$ cat src/rtl/triggerrec_edge_capture_pkg.sv
// Shared definitions for the trigger-recorder edge capture block:
// event word geometry, default channel/timestamp split, overflow
// counter width and the state encoding of the two-entry output buffer.
package triggerrec_edge_capture_pkg;

  // An event word is always one 64-bit FIFO beat: snapshot over timestamp.
  localparam int EV_WIDTH      = 64;
  localparam int DEF_IO_LENGTH = 16;
  localparam int DEF_TS_WIDTH  = 48;

  // Dropped-event counter saturates rather than wrapping so software
  // can tell "many" from "a few".
  localparam int                   OVF_WIDTH = 16;
  localparam logic [OVF_WIDTH-1:0] OVF_MAX   = '1;

  // Fill level of the output buffer; the encoding doubles as the count.
  typedef enum logic [1:0] {
    BUF_EMPTY = 2'd0,
    BUF_ONE   = 2'd1,
    BUF_TWO   = 2'd2
  } buf_state_t;

  // Saturating increment used by the overflow counter.
  function automatic logic [OVF_WIDTH-1:0] satInc(input logic [OVF_WIDTH-1:0] value);
    if (value == OVF_MAX) begin
      return value;
    end
    return value + OVF_WIDTH'(1);
  endfunction

endpackage

$ cat src/rtl/triggerrec_skid2.sv
// Two-entry output buffer for event words. The oldest entry is held in a
// dedicated output register so the consumer sees registered valid/data;
// the second entry waits behind it. A push that finds both slots full and
// no pop in the same cycle is refused and flagged on o_drop.
module triggerrec_skid2
  import triggerrec_edge_capture_pkg::*;
#(
  parameter int WIDTH = EV_WIDTH
) (
  input  logic             clk,
  input  logic             reset,
  input  logic             i_push,
  input  logic [WIDTH-1:0] i_data,
  input  logic             i_ready,
  output logic             o_valid,
  output logic [WIDTH-1:0] o_data,
  output logic             o_drop
);

  buf_state_t       r_state;
  logic             r_valid;
  logic [WIDTH-1:0] r_head;
  logic [WIDTH-1:0] r_tail;
  logic             w_pop;

  // A word leaves only when it is actually being presented.
  assign w_pop  = r_valid & i_ready;

  // Refusal happens only when both slots stay occupied through this cycle.
  assign o_drop = i_push & (r_state == BUF_TWO) & ~w_pop;

  // Fill-level state machine; head/tail move only on accepted push or pop,
  // so the head is stable while the consumer stalls.
  always_ff @(posedge clk) begin
    if (reset) begin
      r_state <= BUF_EMPTY;
      r_valid <= 1'b0;
      r_head  <= '0;
      r_tail  <= '0;
    end else begin
      case (r_state)
        BUF_EMPTY: begin
          if (i_push) begin
            r_head  <= i_data;
            r_valid <= 1'b1;
            r_state <= BUF_ONE;
          end
        end
        BUF_ONE: begin
          case ({i_push, w_pop})
            2'b10: begin
              r_tail  <= i_data;
              r_state <= BUF_TWO;
            end
            2'b01: begin
              r_valid <= 1'b0;
              r_state <= BUF_EMPTY;
            end
            2'b11: begin
              r_head <= i_data;
            end
            default: begin
            end
          endcase
        end
        BUF_TWO: begin
          if (w_pop) begin
            r_head <= r_tail;
            if (i_push) begin
              r_tail <= i_data;
            end else begin
              r_state <= BUF_ONE;
            end
          end
        end
        default: begin
          r_valid <= 1'b0;
          r_state <= BUF_EMPTY;
        end
      endcase
    end
  end

  assign o_valid = r_valid;
  assign o_data  = r_head;

endmodule

$ cat src/rtl/triggerrec_edge_capture.sv
// Edge-triggered event recorder. Pin levels are synchronised, compared
// with their previous value against per-channel rise/fall masks, and any
// qualifying change produces one event word {snapshot, timestamp} that is
// queued in a two-entry buffer. Events that find the buffer full are
// counted in a saturating overflow counter.
module triggerrec_edge_capture
  import triggerrec_edge_capture_pkg::*;
#(
  parameter int IO_LENGTH = DEF_IO_LENGTH,
  parameter int TS_WIDTH  = DEF_TS_WIDTH
) (
  input  logic                 clk,
  input  logic                 reset,
  input  logic                 enable,
  input  logic [IO_LENGTH-1:0] io_in,
  input  logic [IO_LENGTH-1:0] rise_mask,
  input  logic [IO_LENGTH-1:0] fall_mask,
  input  logic                 ts_load,
  input  logic [TS_WIDTH-1:0]  ts_load_val,
  input  logic                 ovf_clr,
  output logic                 ev_valid,
  output logic [EV_WIDTH-1:0]  ev_data,
  input  logic                 ev_ready,
  output logic [TS_WIDTH-1:0]  timestamp,
  output logic [OVF_WIDTH-1:0] ovf_cnt
);

  localparam logic [TS_WIDTH-1:0] TS_ONE = TS_WIDTH'(1);

  logic [IO_LENGTH-1:0] r_s1;
  logic [IO_LENGTH-1:0] r_s2;
  logic [IO_LENGTH-1:0] r_prev;
  logic [TS_WIDTH-1:0]  r_ts;
  logic [OVF_WIDTH-1:0] r_ovf;

  logic [IO_LENGTH-1:0] w_edges;
  logic                 w_hit;
  logic [EV_WIDTH-1:0]  w_ev_word;
  logic                 w_drop;

  // Two-flop synchroniser plus history; history follows s2 even while
  // disabled so re-enabling never reports changes made in the meantime.
  always_ff @(posedge clk) begin
    if (reset) begin
      r_s1   <= '0;
      r_s2   <= '0;
      r_prev <= '0;
    end else begin
      r_s1   <= io_in;
      r_s2   <= r_s1;
      r_prev <= r_s2;
    end
  end

  // Any masked rising or falling channel qualifies; all channels that
  // change together collapse into a single event.
  assign w_edges   = (r_s2 & ~r_prev & rise_mask) | (~r_s2 & r_prev & fall_mask);
  assign w_hit     = enable & (|w_edges);
  assign w_ev_word = {r_s2, r_ts};

  // Free-running timestamp gated by enable; a load wins over counting and
  // is honoured even while disabled.
  always_ff @(posedge clk) begin
    if (reset) begin
      r_ts <= '0;
    end else if (ts_load) begin
      r_ts <= ts_load_val;
    end else if (enable) begin
      r_ts <= r_ts + TS_ONE;
    end
  end

  // Dropped-event counter; clear beats a simultaneous drop, and reset
  // discards buffered words without counting them.
  always_ff @(posedge clk) begin
    if (reset) begin
      r_ovf <= '0;
    end else if (ovf_clr) begin
      r_ovf <= '0;
    end else if (w_drop) begin
      r_ovf <= satInc(r_ovf);
    end
  end

  triggerrec_skid2 #(
    .WIDTH (EV_WIDTH)
  ) u_skid (
    .clk     (clk),
    .reset   (reset),
    .i_push  (w_hit),
    .i_data  (w_ev_word),
    .i_ready (ev_ready),
    .o_valid (ev_valid),
    .o_data  (ev_data),
    .o_drop  (w_drop)
  );

  assign timestamp = r_ts;
  assign ovf_cnt   = r_ovf;

endmodule

$ cat config.mk
export PLATFORM = sky130hd
export DESIGN_NAME = triggerrec_edge_capture
export DESIGN_NICKNAME = d
export VERILOG_FILES = /design/src/rtl/triggerrec_edge_capture_pkg.sv /design/src/rtl/triggerrec_skid2.sv /design/src/rtl/triggerrec_edge_capture.sv
export SDC_FILE = /design/constraint.sdc
export NUM_CORES = 1
export LEC_CHECK = 0
export ABC_CLOCK_PERIOD_IN_PS = 6650
export BUFFER_PORTS_ARGS = -buffer_cell sky130_fd_sc_hd__buf_2
export CAP_MARGIN = 15
export CORE_ASPECT_RATIO = 0.75
export CORE_MARGIN = 8
export CORE_UTILIZATION = 40
export DETAILED_ROUTE_END_ITERATION = 8
export GPL_TIMING_DRIVEN = 0
export SETUP_SLACK_MARGIN = 0.5
export SLEW_MARGIN = 25
export SYNTH_ARGS = -nofsm -noshare
export SYNTH_HDL_FRONTEND = slang
export SYNTH_SLANG_ARGS = --single-unit
$ cat constraint.sdc
create_clock -name clk -period 6.65 [get_ports clk]
set_clock_uncertainty 0.15 [all_clocks]
set_input_delay 0.9975 -clock clk [delete_from_list [all_inputs] [get_ports clk]]
set_output_delay 0.9975 -clock clk [all_outputs]
set_load 0.01 [all_outputs]
Word level (Yosys, flattened, before mapping):

Cells that the tools add are included.

* register bits: 243

* add/sub/neg operators: 2
* eq/ne operators: 15
* muxes and demuxes: 22
* bitwise operators: 13
* reductions and logical operators: 11

Operators by type and width (number)
* 2-to-1 mux 64 bit: 5
* one-hot mux 64 bit (3 select lines): 1
* one-hot mux 64 bit (2 select lines): 1
* 2-to-1 mux 48 bit: 2
* AND 16 bit: 4
* adder 48 x 1 -> 48 bit (second input constant): 1
* inverter 16 bit: 2
* adder 16 x 1 -> 16 bit (second input constant): 1
* == test 16 bit (second input constant): 1
* 2-to-1 mux 16 bit: 1
* OR 16 bit: 1
* OR reduction 16 bit: 1
* AND reduction 4 bit: 3
* inequality test 2 x 1 -> 1 bit (second input constant): 4
* inequality test 2 bit (second input constant): 4
* == test 2 bit (second input constant): 3
* 2-to-1 mux 1 bit: 6
* 2-to-1 mux 2 bit: 3
* one-hot mux 2 bit (3 select lines): 1
* AND 1 bit: 4
* == test 2 x 1 -> 1 bit (second input constant): 2
* one-hot mux 2 bit (2 select lines): 1
* nonzero test 2 bit: 2
* inequality test 3 x 2 -> 1 bit (second input constant): 1
* other kinds (7): 8

Longest topological paths before layout:

Gate-level depths: netlist of run 1.

* depth in word-level cells: 13
* gate-level depth with buffers: 9
* gate-level depth less buffers: 8

Modules after synthesis:

From an unflattened synthesis of run 1, not the netlist that was laid out.

* cells, all modules: 1179
* area total of the unflattened synthesis: 11626.2 µm²

By module, submodules not included
* triggerrec_skid2: times used 1, cells each 598, area an instance 6328.6 µm²
* triggerrec_edge_capture: times used 1, cells each 581, area an instance 5297.6 µm²

Least setup slack after synthesis of run 1:

No wires, ideal clock.

* path type: input to register
* from: input enable
* to: register r_ts[31] (netlist: timestamp[31])
* arrival time: 2.594 ns
* slack: 3.821 ns
* stages: 7
* cells stage by stage: buf_4 nand3_1 or4_4 nor4_4 nand4_1 xor2_1 a211oi_1

* longest elaborated chain between the ends: 1

RTL lines
* start: declaration: line triggerrec_edge_capture.sv:14 `input logic enable,`
* nonzero test 2 bit (no source line)
* end signal: assignment: line triggerrec_edge_capture.sv:67 `r_ts <= ts_load_val;`
* end signal: assignment: line triggerrec_edge_capture.sv:69 `r_ts <= r_ts + TS_ONE;`
* end: declaration: line triggerrec_edge_capture.sv:33 `logic [TS_WIDTH-1:0] r_ts;`

Every way passes these cells.
A chain may end at the register's enable or synchronous reset.

Worst setup path in the final report of run 1:

* from: input rise_mask[9]
* to: register u_skid.r_head[17] (netlist: u_skid.o_data[17])

* longest elaborated chain between the ends: 7

RTL lines
* start: declaration: line triggerrec_edge_capture.sv:16 `input logic [IO_LENGTH-1:0] rise_mask,`
* AND 16 bit *: line triggerrec_edge_capture.sv:57 `assign w_edges = (r_s2 & ~r_prev & rise_mask) | (~r_s2 & r_prev & fall_mask);`
* OR 16 bit *: line triggerrec_edge_capture.sv:57
* OR reduction 16 bit *: line triggerrec_edge_capture.sv:58 `assign w_hit = enable & (|w_edges);`
* AND 1 bit *: line triggerrec_edge_capture.sv:58
* == test 2 bit: line triggerrec_skid2.sv:50 `case ({i_push, w_pop})`
* inequality test 2 bit (no source line)
* AND reduction 4 bit (no source line) *
* end signal: assignment: line triggerrec_skid2.sv:44 `r_head <= i_data;`
* end signal: assignment: line triggerrec_skid2.sv:60 `r_head <= i_data;`
* end signal: assignment: line triggerrec_skid2.sv:68 `r_head <= r_tail;`
* end: declaration: line triggerrec_skid2.sv:22 `logic [WIDTH-1:0] r_head;`

Mark *: on every way between the ends. The rest lies on a longest branch, timed or not.

==> summary.md, run 1 <==
Count of final hold-check violations: 0. TritonCTS built the clock tree. The count of flip-flops with a built-in enable after synthesis was 0. Adding up every negative setup slack in the final design gives 0 ns. The max-slew violation total from the final report is 0, and the iteration-0 DRC count of the detailed router is 627. Data arrives at the worst endpoint at 3.46 ns. The worst setup path is captured at a flip-flop. The area added between synthesis and finish was 22.68%; the shortest clock period the worst path allows after layout was 3.194 ns. The largest total area in the synthesized netlist belongs to sky130_fd_sc_hd__dfxtp_1. The number of distinct library cell variants in the gate-level netlist after synthesis is 54. The run gives 1,288 as the net count after synthesis.

IR analysis of the VDD net gives a maximum drop of 0.0001629 V. The run gives 0.2867 ns as the worst-case hold slack. Counting the buffers created by CTS gives 24. Clock-pin slew was measured on the worst setup and hold paths at 0.07 ns. Post-synthesis cell area: 10,350 sq um. For this design the ratio of total power to cell area is 278.3 nW/um^2. The tools report the kind of launch point of the worst setup path as an input pin.

For this run, the detailed router's first-pass iteration total came to 5. After layout, the worst path uses 48.03% of the clock period. The via count of the first global-routing pass came out at 9,135.

The first-pass GRT wire length was 53.75 mm; the worst-case setup margin in the final layout was 3.456 ns. Dividing the detail-routed via count by the number of cells gives 5.321. The worst-case reg-to-reg path depth is 8, and the number of post-CTS setup repair buffers is 0. For this run, the post-layout net count is 1,541. The global route total overflow was 0. The clock reaches the later pin of the worst-skew pair after 0.53 ns.

In this run the standard cell core region covers 25,720 sq um. Among all flip-flop cells after synthesis, the most frequent one is sky130_fd_sc_hd__dfxtp_1. The post-synthesis cell count is 1,184, and the die boundary width is 201.8 um. The die outline area was 31,330 sq um.

The wire length reported by the detailed router is 34.58 mm. The longest clock path from root to sink contains 3 buffers. Entering global routing, the biggest net connects 15 pins. The commonest cells after synthesis are sky130_fd_sc_hd__dfxtp_1 (243), sky130_fd_sc_hd__nand2_1 (185), sky130_fd_sc_hd__nor2_1 (135).

The run gives 0.3131 GHz as the maximum frequency from static timing analysis. The proportion of netlist area held by the largest area contributor works out to 47.00%. Type of the setup path with the least slack: input pin to flip-flop.

For this run, design rule violations remaining after detail routing come to 0. Once detailed placement completed, the half-perimeter wirelength came to 25.46 mm. Hold repair after CTS inserted 0 buffers.

Across the run, the number of max-cap violations was 0. The initialized floorplan defines 51 standard-cell rows. In this run the worst path has a maximum fanout of 10. The final count of negative-setup-slack endpoints is 0. The tools report the post-cts resize count as 0. Setup repair after global routing left no endpoint under its margin. The required arrival time at the worst endpoint is 6.92 ns, and the actual slew at the worst max-slew pin is 0.9927 ns. The relative max-transition margin was 33.82%. In this run the vertical extent of the chip is 155.3 um. Synthesis inferred 243 register bits. Routability-driven placement finished with a final weighted congestion of 0.8803. Ranked by total cell area, the synthesized netlist is headed by sky130_fd_sc_hd__dfxtp_1 (47%), sky130_fd_sc_hd__mux2i_1 (7.5%), sky130_fd_sc_hd__nand2_1 (6.7%), sky130_fd_sc_hd__a311oi_1 (5.1%), sky130_fd_sc_hd__nor2_1 (4.9%). Root buffer cell: sky130_fd_sc_hd__clkbuf_16.

The final core utilization was 49.38%; the number of H-tree levels was 1. Clock tree synthesis found a total of 243 sinks. Yosys instantiated no cell more often than sky130_fd_sc_hd__dfxtp_1. Cells with a size suffix above 1 make up 21.03% of the layout. Summing the sequential cell areas from Yosys gives 47.00% of the chip area. The count of nets left with antenna violations once routing finished came out at 0. In this run the count of I/O pins placed on the die edge is 231.

The tools report the total via count in the routed design as 9,578. Of all flip-flops after synthesis, the portion carrying an async set or reset was 0%. In this run the static leakage power is 5.441 nW. The initial utilization of the core area, before any placement, comes to 40.25%.

During placement, the flow inserted port buffers numbering 227. For the total of warnings raised by yosys, the log shows 0. The worst min-delay path category is flip-flop to flip-flop.

The number of antenna violations at the first check in global routing is 2, and the instance count along the most critical hold path is 1. Global routing used 21.35% of the available tracks across all layers. The run finished with clean final reports. Averaged over all synthesized cells, the footprint is 8.743 sq um. The routed wirelength normalized by instance count was 19.21 um.

For the worst slack at placement, the log shows 2.991 ns.
[power by group]
| group | switching, mW | internal, mW | total, mW |
|---|---|---|---|
| combinational | 0.320 | 0.208 | 0.528 |
| sequential | 0.0864 | 1.55 | 1.64 |
| clock | 0.597 | 0.769 | 1.37 |
| total | 1.00 | 2.53 | 3.53 |
[per-layer routing]
layer | vias to the layer above | wire [um] | GRT usage, %
met5 | - | 8 | 0
met2 | 340 | 14610 | 31.35
met4 | 2 | 613 | 4.651
li1 | 4663 | - | -
met1 | 4525 | 16850 | 31.50
met3 | 48 | 2497 | 4.467
[path summary, 6_finish.rpt]
kind                              startpoint                 to  slack, ns
worst max-delay path            rise_mask[9]  u_skid.o_data[17]       3.46
worst min register to register       r_s1[0]            r_s2[0]       0.29
worst min-delay path                 r_s1[0]            r_s2[0]       0.29
worst max register to register       r_s2[8]  u_skid.o_data[17]       3.62
[flip-flops by register name, summed over array words and instances, names as in the netlist]
name            flops
ovf_cnt            16
r_s2               16
timestamp          48
r_prev             16
u_skid.o_valid      1
u_skid.r_state      2
u_skid.r_tail      64
u_skid.o_data      64
r_s1               16
[critical path, cell delays in order]
cell,delay (ns)
sky130_fd_sc_hd__buf_2,0.10
sky130_fd_sc_hd__nand3b_1,0.07
sky130_fd_sc_hd__o21ai_0,0.10
sky130_fd_sc_hd__nor4_1,0.52
sky130_fd_sc_hd__and2_1,0.28
sky130_fd_sc_hd__a21oi_1,0.11
sky130_fd_sc_hd__or2_2,0.27
sky130_fd_sc_hd__clkbuf_1,0.37
sky130_fd_sc_hd__buf_2,0.35
sky130_fd_sc_hd__a311oi_1,0.29
[final cells by class]
class,instances,area (sq um)
fillers,2569,13020
multi-input cells,847,5085
flip-flops and latches,243,4865
repair buffers,227,1136
clock buffers,31,646.9
well taps,344,430.4
plain buffers,85,367.9
clock inverters,13,131.4
inverters,9,33.78
diodes,1,2.502
[cell families after synthesis]
family	share of synthesized area (%)
buffers and inverters	3.880
AO/OA/AOI/OAI	11.29
flip-flops	47.00
XOR/XNOR	3.977
multiplexers	7.543
AND/OR/NAND/NOR	26.07
adder cells (fa/ha/maj)	0.2417
[cells in the final DEF, fill, tap and decap left out, types with 3 or more instances in the layout]
| cell type | netlist | layout |
|---|---|---|
| sky130_fd_sc_hd__dfxtp_1 | 243 | 243 |
| sky130_fd_sc_hd__nor2_1 | 135 | 135 |
| sky130_fd_sc_hd__o21ai_0 | 22 | 22 |
| sky130_fd_sc_hd__nand3b_1 | 19 | 19 |
| sky130_fd_sc_hd__clkinv_2 | 0 | 8 |
| sky130_fd_sc_hd__nor2b_1 | 49 | 49 |
| sky130_fd_sc_hd__nand4_1 | 15 | 15 |
| sky130_fd_sc_hd__clkbuf_16 | 0 | 24 |
| sky130_fd_sc_hd__and3_1 | 8 | 8 |
| sky130_fd_sc_hd__nor3_1 | 72 | 72 |
| sky130_fd_sc_hd__o41ai_1 | 5 | 5 |
| sky130_fd_sc_hd__nand3_1 | 29 | 29 |
| sky130_fd_sc_hd__clkbuf_1 | 62 | 67 |
| sky130_fd_sc_hd__inv_1 | 8 | 8 |
| sky130_fd_sc_hd__and4_1 | 7 | 7 |
| sky130_fd_sc_hd__nor4_1 | 5 | 5 |
| sky130_fd_sc_hd__or2_2 | 4 | 4 |
| sky130_fd_sc_hd__or4_1 | 3 | 3 |
| sky130_fd_sc_hd__buf_2 | 16 | 243 |
| sky130_fd_sc_hd__xor2_1 | 25 | 25 |
| sky130_fd_sc_hd__mux2i_1 | 78 | 78 |
| sky130_fd_sc_hd__a211oi_1 | 20 | 20 |
| sky130_fd_sc_hd__a311oi_1 | 60 | 60 |
| sky130_fd_sc_hd__or3_1 | 10 | 10 |
| sky130_fd_sc_hd__and2_1 | 4 | 4 |
| sky130_fd_sc_hd__nand2_1 | 185 | 185 |
| sky130_fd_sc_hd__xnor2_1 | 22 | 22 |
| sky130_fd_sc_hd__a21oi_1 | 37 | 37 |
[through the flow]
stage / power [mW] / std cells / area [sq um]
CTS: 3.560 / 1799 / 12700
detailed placement: 2.201 / 1755 / 11920
global placement: 2.195 / 1755 / 11920
finish: 3.534 / 1800 / 12700
global route: 3.687 / 1800 / 12700
floorplan: 1.963 / 1184 / 10350
(Power assumes the default switching activity.)
==> run 2: changes to the inputs <==
--- a/config.mk
+++ b/config.mk
@@ -5,7 +5,7 @@
 export SDC_FILE = /design/constraint.sdc
 export NUM_CORES = 1
 export LEC_CHECK = 0
-export ABC_CLOCK_PERIOD_IN_PS = 6650
+export ABC_CLOCK_PERIOD_IN_PS = 2700
 export BUFFER_PORTS_ARGS = -buffer_cell sky130_fd_sc_hd__buf_2
 export CAP_MARGIN = 15
 export CORE_ASPECT_RATIO = 0.75
==> constraint.sdc (replaced) <==
create_clock -name clk -period 2.7 [get_ports clk]
set_clock_uncertainty 0.15 [all_clocks]
set_input_delay 0.405 -clock clk [delete_from_list [all_inputs] [get_ports clk]]
set_output_delay 0.405 -clock clk [all_outputs]
set_load 0.01 [all_outputs]
==> summary.md, run 2 (same netlist as run 1, synthesis figures left out) <==
The standby leakage power is 6.303 nW (+16%). The count of TritonRoute iterations in the first routing pass was 5 (unchanged); the initial standard-cell utilization of the core was 40.25% (unchanged). The tools report the final count of negative-setup-slack endpoints as 0 (unchanged). The worst setup path is of the flip-flop to flip-flop kind. The worst-case hold slack was 0.01490 ns (-0.2718 ns). The maximum frequency from static timing analysis was 0.4257 GHz; the floorplan core area was 25,720 sq um (unchanged). The average vias per placed instance was 5.354 (+0.62%); the ratio of cells with drive above 1 in the final layout was 33.70% (+13 points). Number of instances in the placed design: 1,755 (unchanged). The power density over the cells came out at 621.8 nW/um^2 (+120%). The power consumption was 9.193 mW (+160%). The worst hold path belongs to the class input pin to flip-flop.

The relative max-transition margin was 28.69% (-5.1 points); the worst stage delay on the critical path was 0.35 ns (-0.17 ns). The run gives 0 (unchanged) as the global route total overflow. For the number of nets in the finished design, the log shows 1,644 (+6.7%). For the boundary pin count, the log shows 231 (unchanged). The number of antenna violations at the first check in global routing was 0 (-2). STA classifies the critical path endpoint as a flip-flop. Iteration-0 DRC count of the detailed router: 596 (-4.9%). Setup repair after global routing could not meet its margin everywhere. Total via count in the routed design: 10.18k (+6.3%).

The routed wirelength normalized by instance count is 19.53 um (+1.6%), and the max-slew violation total from the final report is 0 (unchanged). Largest net degree at the start of global routing: 15 (unchanged). Wire length reported by the detailed router: 37.14 mm (+7.4%).

The final antenna-violating net count was 0 (unchanged); the non-filler instance count after layout was 1,902 (+5.7%). The residual DRC count is 0 (unchanged), and the worst-case vdd ir drop is 0.0004351 V (+170%). The die outline area was 31,330 sq um (unchanged). The via count of the first global-routing pass was 9,843 (+7.8%); the half-perimeter wire length after detailed placement was 25.41 mm (-0.22%). The actual slew at the worst max-slew pin was 1.070 ns (+0.07693 ns); the number of diodes added for antenna fixing was 0 (-1). The overall die height is 155.3 um (unchanged). The tools report the row count as 51 (unchanged).

Counting I/O delays and the setup requirement, the final critical path takes 2.349 ns. The maximum fanout encountered on the critical timing path came out at 10 (unchanged). The root buffer cell chosen for the clock tree is sky130_fd_sc_hd__clkbuf_16. The largest buffer count on any clock path is 3 (unchanged), and the max capacitance violation total is 0 (unchanged). The worst setup path is launched from a flip-flop.

The post-route setup TNS came out at 0 ns (unchanged). The TritonCTS buffer count was 25 (+4.2%). TritonCTS built the clock tree.

Leaving out fill and tap cells, the most frequent cell in the layout is sky130_fd_sc_hd__buf_2. The run gives 2.98 ns (-3.94 ns) as the required arrival time at the worst endpoint. For the count of final hold-check violations, the log shows 0 (unchanged). From synthesis to final layout, the design area changed by 42.84%.

The total track usage was 22.18% (+0.84 points); the clock-pin transition on the worst setup and hold timing paths was 0.06 ns (about the same). Dividing the final minimum period by the clock period gives 87.00%. The die boundary width was 201.8 um (unchanged); the clock insertion delay at the later pin of the skew report was 0.53 ns (about the same). Cell type of the slowest stage on the worst timing path: sky130_fd_sc_hd__nor4_4. The run finished with clean final reports.

The first-pass GRT wire length is 56.17 mm (+4.5%), and the number of port buffers is 227 (unchanged). The logs give 1 (unchanged) for the number of H-tree levels and 243 (unchanged) for the number of clock sinks. For the global placement routability congestion, the log shows 0.8630 (-2.0%). The top cell types in the final layout, fill and taps aside, are sky130_fd_sc_hd__buf_2 (228), sky130_fd_sc_hd__dfxtp_1 (200), sky130_fd_sc_hd__nand2_1 (177). The critical path goes through nand3b_1 > o21ai_2 > nor4_4 > and2_4 > a21oi_4 > or2_4 > clkbuf_16 > buf_12 > a311oi_2. For the arrival time at the worst endpoint, the log shows 2.63 ns (-0.83 ns).
run 2: critical path: cells and delay by family, from the launching register on:
family	cells	cell delay [ns]
flip-flops	1	0.33
AND/OR/NAND/NOR	4	1.01
AO/OA/AOI/OAI	3	0.37
buffers and inverters	2	0.36
run 2: cell type report:
class | count | area, sq um
Timing Repair Buffer | 329 | 2168
Sequential cell | 243 | 4954
Clock buffer | 33 | 715.7
Fill cell | 2373 | 10930
Inverter | 9 | 33.78
Buffer | 85 | 655.6
Clock inverter | 12 | 72.57
Tap cell | 344 | 430.4
Multi-Input combinational cell | 847 | 5756
run 2: timing repair:
action / in CTS / in global routing
hold endpoints to repair: 58 / 0
hold buffers: 58 / 0
endpoints found under the setup margin: 177 / 173
gates resized for setup: 150 / 134
gates cloned: 2 / 6
buffers inserted: 22 / 14
pin swaps: 18 / 33
run 2: power by group:
part	total [mW]	switching [mW]	internal (mW)
clock	3.37	1.50	1.87
sequential	4.04	0.212	3.83
combinational	1.78	0.958	0.826
total	9.19	2.67	6.52
run 2: worst paths after layout:
check	endpoint	slack, ns	cells past startpoint	startpoint
min reg2reg	r_s2[9]	0.28	1	r_s1[9]
min	timestamp[36]	0.01	3	ts_load_val[36]
max reg2reg	u_skid.o_data[9]	0.35	9	r_prev[3]
max	u_skid.o_data[9]	0.35	9	r_prev[3]
run 2: routing by layer:
metal / track usage (%) / share of wire, %
met4: 5.762 / 2.6
met5: 0 / 0
met2: 33.79 / 44
met3: 4.592 / 6.8
met1: 31.47 / 47
run 2: metrics by stage:
step	instance area (sq um)	util, %	worst slack, ns
5_1_grt	14790	57.50	0.3095
3_3_place_gp	11940	46.43	-0.3791
6_report	14790	57.50	0.3509
4_1_cts	13960	54.27	0.4147
3_5_place_dp	11940	46.43	-0.3950
2_1_floorplan	10370	-	0.4999
==> run 3: changes to the inputs <==
--- a/config.mk
+++ b/config.mk
@@ -10,9 +10,10 @@
 export CAP_MARGIN = 15
 export CORE_ASPECT_RATIO = 0.75
 export CORE_MARGIN = 8
-export CORE_UTILIZATION = 40
+export CORE_UTILIZATION = 49
 export DETAILED_ROUTE_END_ITERATION = 8
 export GPL_TIMING_DRIVEN = 0
+export PLACE_DENSITY = 0.76
 export SETUP_SLACK_MARGIN = 0.5
 export SLEW_MARGIN = 25
 export SYNTH_ARGS = -nofsm -noshare
==> summary.md, run 3 (same netlist as run 1, synthesis figures left out) <==
The relative max-transition margin is 33.65% (+5.0 points), and the global route total overflow is 0 (unchanged). The run gives 2.62 ns (about the same) as the arrival time at the worst endpoint. The library cell used most frequently in the layout, excluding fill and tap cells, is sky130_fd_sc_hd__buf_2. The run gives 0 (unchanged) as the max capacitance violation total. The logs give 3 (unchanged) for the largest buffer count on any clock path and 0.51 ns (-0.02 ns) for the clock insertion delay at the later pin of the skew report. The max-slew violation total from the final report was 0 (unchanged); the maximum fanout encountered on the critical timing path was 6 (-4). Final count of negative-setup-slack endpoints: 0 (unchanged). The combinational share of power is 18.2% (-1.2 points). The average vias per placed instance was 5.717 (+6.8%).

The run gives 0.9221 (+6.8%) as the global placement routability congestion. The critical path goes through nand3b_1 > o21ai_2 > nor4_4 > and2_4 > a21oi_2 > or2_4 > clkbuf_16 > buf_12 > a311oi_4. Actual slew at the worst max-slew pin: 0.9953 ns (-0.07441 ns).

The non-filler instance count after layout came out at 1,831 (-3.7%). The shortest clock period the worst path allows after layout was 2.360 ns (+0.01096 ns). The tools report the number of instances in the placed design as 1,699 (-3.2%). The switching power is 2.614 mW (-2.1%).

The first-pass GRT wire length is 55.19 mm (-1.7%). The residual DRC count is 0 (unchanged), and the TritonCTS buffer count is 24 (-4.0%). Instance count along the most critical hold path: 2 (-1).

For the number of nets in the finished design, the log shows 1,627 (-1.0%). For the cell-internal power, the log shows 7.041 mW (+7.9%). The worst-case hold slack came out at 0.001392 ns (-0.01351 ns). Number of port buffers: 227 (unchanged). TritonCTS built the clock tree. Final antenna-violating net count: 0 (unchanged). STA classifies the critical path startpoint as a flip-flop. For the boundary pin count, the log shows 231 (unchanged). The maximum frequency from static timing analysis is 0.4237 GHz (-0.46%), and the overall die height is 141.9 um (-8.7%). The worst slack at placement was -0.3622 ns (+0.03286 ns).

The net switching share of the total power was 27.07% (-2.0 points); the fraction of power consumed by sequential logic was 41.9% (-2.0 points). For the clock group share of total power, the log shows 39.8% (+3.1 points). Count of final hold-check violations: 0 (unchanged). For the initial standard-cell utilization of the core, the log shows 49.41% (+9.2 points).

In this run the worst hold path is classified as input pin to flip-flop. The run finished with clean final reports. The largest net degree at the start of global routing was 16 (+1); the worst-case reg-to-reg path depth was 9 (unchanged).

Setup repair after global routing could not meet its margin everywhere. The top cell types in the final layout, fill and taps aside, are sky130_fd_sc_hd__buf_2 (228), sky130_fd_sc_hd__dfxtp_1 (196), sky130_fd_sc_hd__nand2_1 (176). The standby leakage power was 6.313 nW (+0.16%); the power density over the cells was 656.0 nW/um^2 (+5.5%). The logs give 0.0003573 V (-18%) for the worst-case vdd ir drop and 26.28% (+4.1 points) for the total track usage. The share of the clock period used by the worst path after layout was 87.41% (+0.41 points); the floorplan core area was 20,950 sq um (-19%).

The number of H-tree levels was 1 (unchanged); the half-perimeter wire length after detailed placement was 24.37 mm (-4.1%). The iteration-0 DRC count of the detailed router was 993 (+67%); the count of TritonRoute iterations in the first routing pass was 6 (+1). The run gives 10.02k (+1.8%) as the via count of the first global-routing pass. The routed wirelength normalized by instance count was 20.27 um (+3.8%); the ratio of cells with drive above 1 in the final layout was 34.65% (+0.96 points). The run gives 2.96 ns (-0.02 ns) as the required arrival time at the worst endpoint. The type of the setup path with the least slack was flip-flop to flip-flop.

STA classifies the critical path endpoint as a flip-flop. The cell type of the slowest stage on the worst timing path was sky130_fd_sc_hd__nor4_4. In this run the clock root is driven by a sky130_fd_sc_hd__clkbuf_16. Worst stage delay on the critical path: 0.37 ns (+0.02 ns). The area added between synthesis and finish works out to 42.17%. The worst-case setup margin in the final layout is 0.3400 ns (-0.01096 ns), and the die boundary width is 183.8 um (-8.9%). The clock-pin transition on the worst setup and hold timing paths was 0.07 ns (about the same). The number of antenna violations at the first check in global routing was 1 (+1).

The total via count in the routed design was 10.47k (+2.8%); the row count was 46 (-9.8%). The wire length reported by the detailed router was 37.11 mm (about the same); the die outline area was 26,080 sq um (-17%). The number of clock sinks is 243 (unchanged).
-- run 3: repair_timing --
item / 4_1_cts / 5_1_grt
hold buffers: 38 / 0
endpoints found under the setup margin: 175 / 172
pin swaps: 26 / 36
cloned: 2 / 3
setup buffers: 23 / 20
resized for setup: 185 / 112
hold endpoints to repair: 38 / 0
-- run 3: final cells by class --
cell class | instances | area, sq um
repair buffers | 313 | 2003
clock inverters | 11 | 232.7
clock buffers | 33 | 675.6
multi-input cells | 847 | 5831
inverters | 9 | 33.78
well taps | 288 | 360.3
fillers | 1577 | 6233
diodes | 2 | 5.005
flip-flops and latches | 243 | 4974
plain buffers | 85 | 601.8
-- run 3: worst max-delay path: cells and delay by family (launching register included) --
family | cells | cell delay, ns
and+or+nand+nor | 4 | 1.00
AOI/OAI and AO/OA | 3 | 0.41
DFF | 1 | 0.36
buffers and inverters | 2 | 0.34
-- run 3: final timing paths --
path	startpoint	endpoint	slack [ns]
worst min register to register	r_s1[8]	r_s2[8]	0.28
worst min-delay path	io_in[13]	r_s1[13]	0.001
worst max register to register	r_s2[3]	u_skid.o_data[13]	0.34
worst max-delay path	r_s2[3]	u_skid.o_data[13]	0.34
-- run 3: metrics by stage --
step / instance area [sq um] / TNS [ns] / total power, mW / util (%)
floorplan: 10370 / 0 / 4.835 / -
global placement: 11870 / -20.83 / 5.366 / 56.65
detailed placement: 11870 / -22.47 / 5.400 / 56.65
CTS: 14010 / 0 / 9.468 / 66.87
global route: 14710 / 0 / 9.976 / 70.23
finish: 14720 / 0 / 9.655 / 70.25
-- run 3: power by group through the flow --
stage          combinational (mW)  clock, mW  sequential (mW)
5_1_grt                      1.88       4.03             4.07
3_5_place_dp                 1.29          0             4.11
4_1_cts                      1.56       3.87             4.03
6_report                     1.76       3.85             4.05
3_3_place_gp                 1.26          0             4.11
2_1_floorplan               0.686          0             4.15
-- run 3: routing by layer --
metal	track usage, %	part of all wire (%)
met5	0	0
met3	6.566	9.8
met1	35.43	42
met2	41.19	46
met4	7.454	1.9
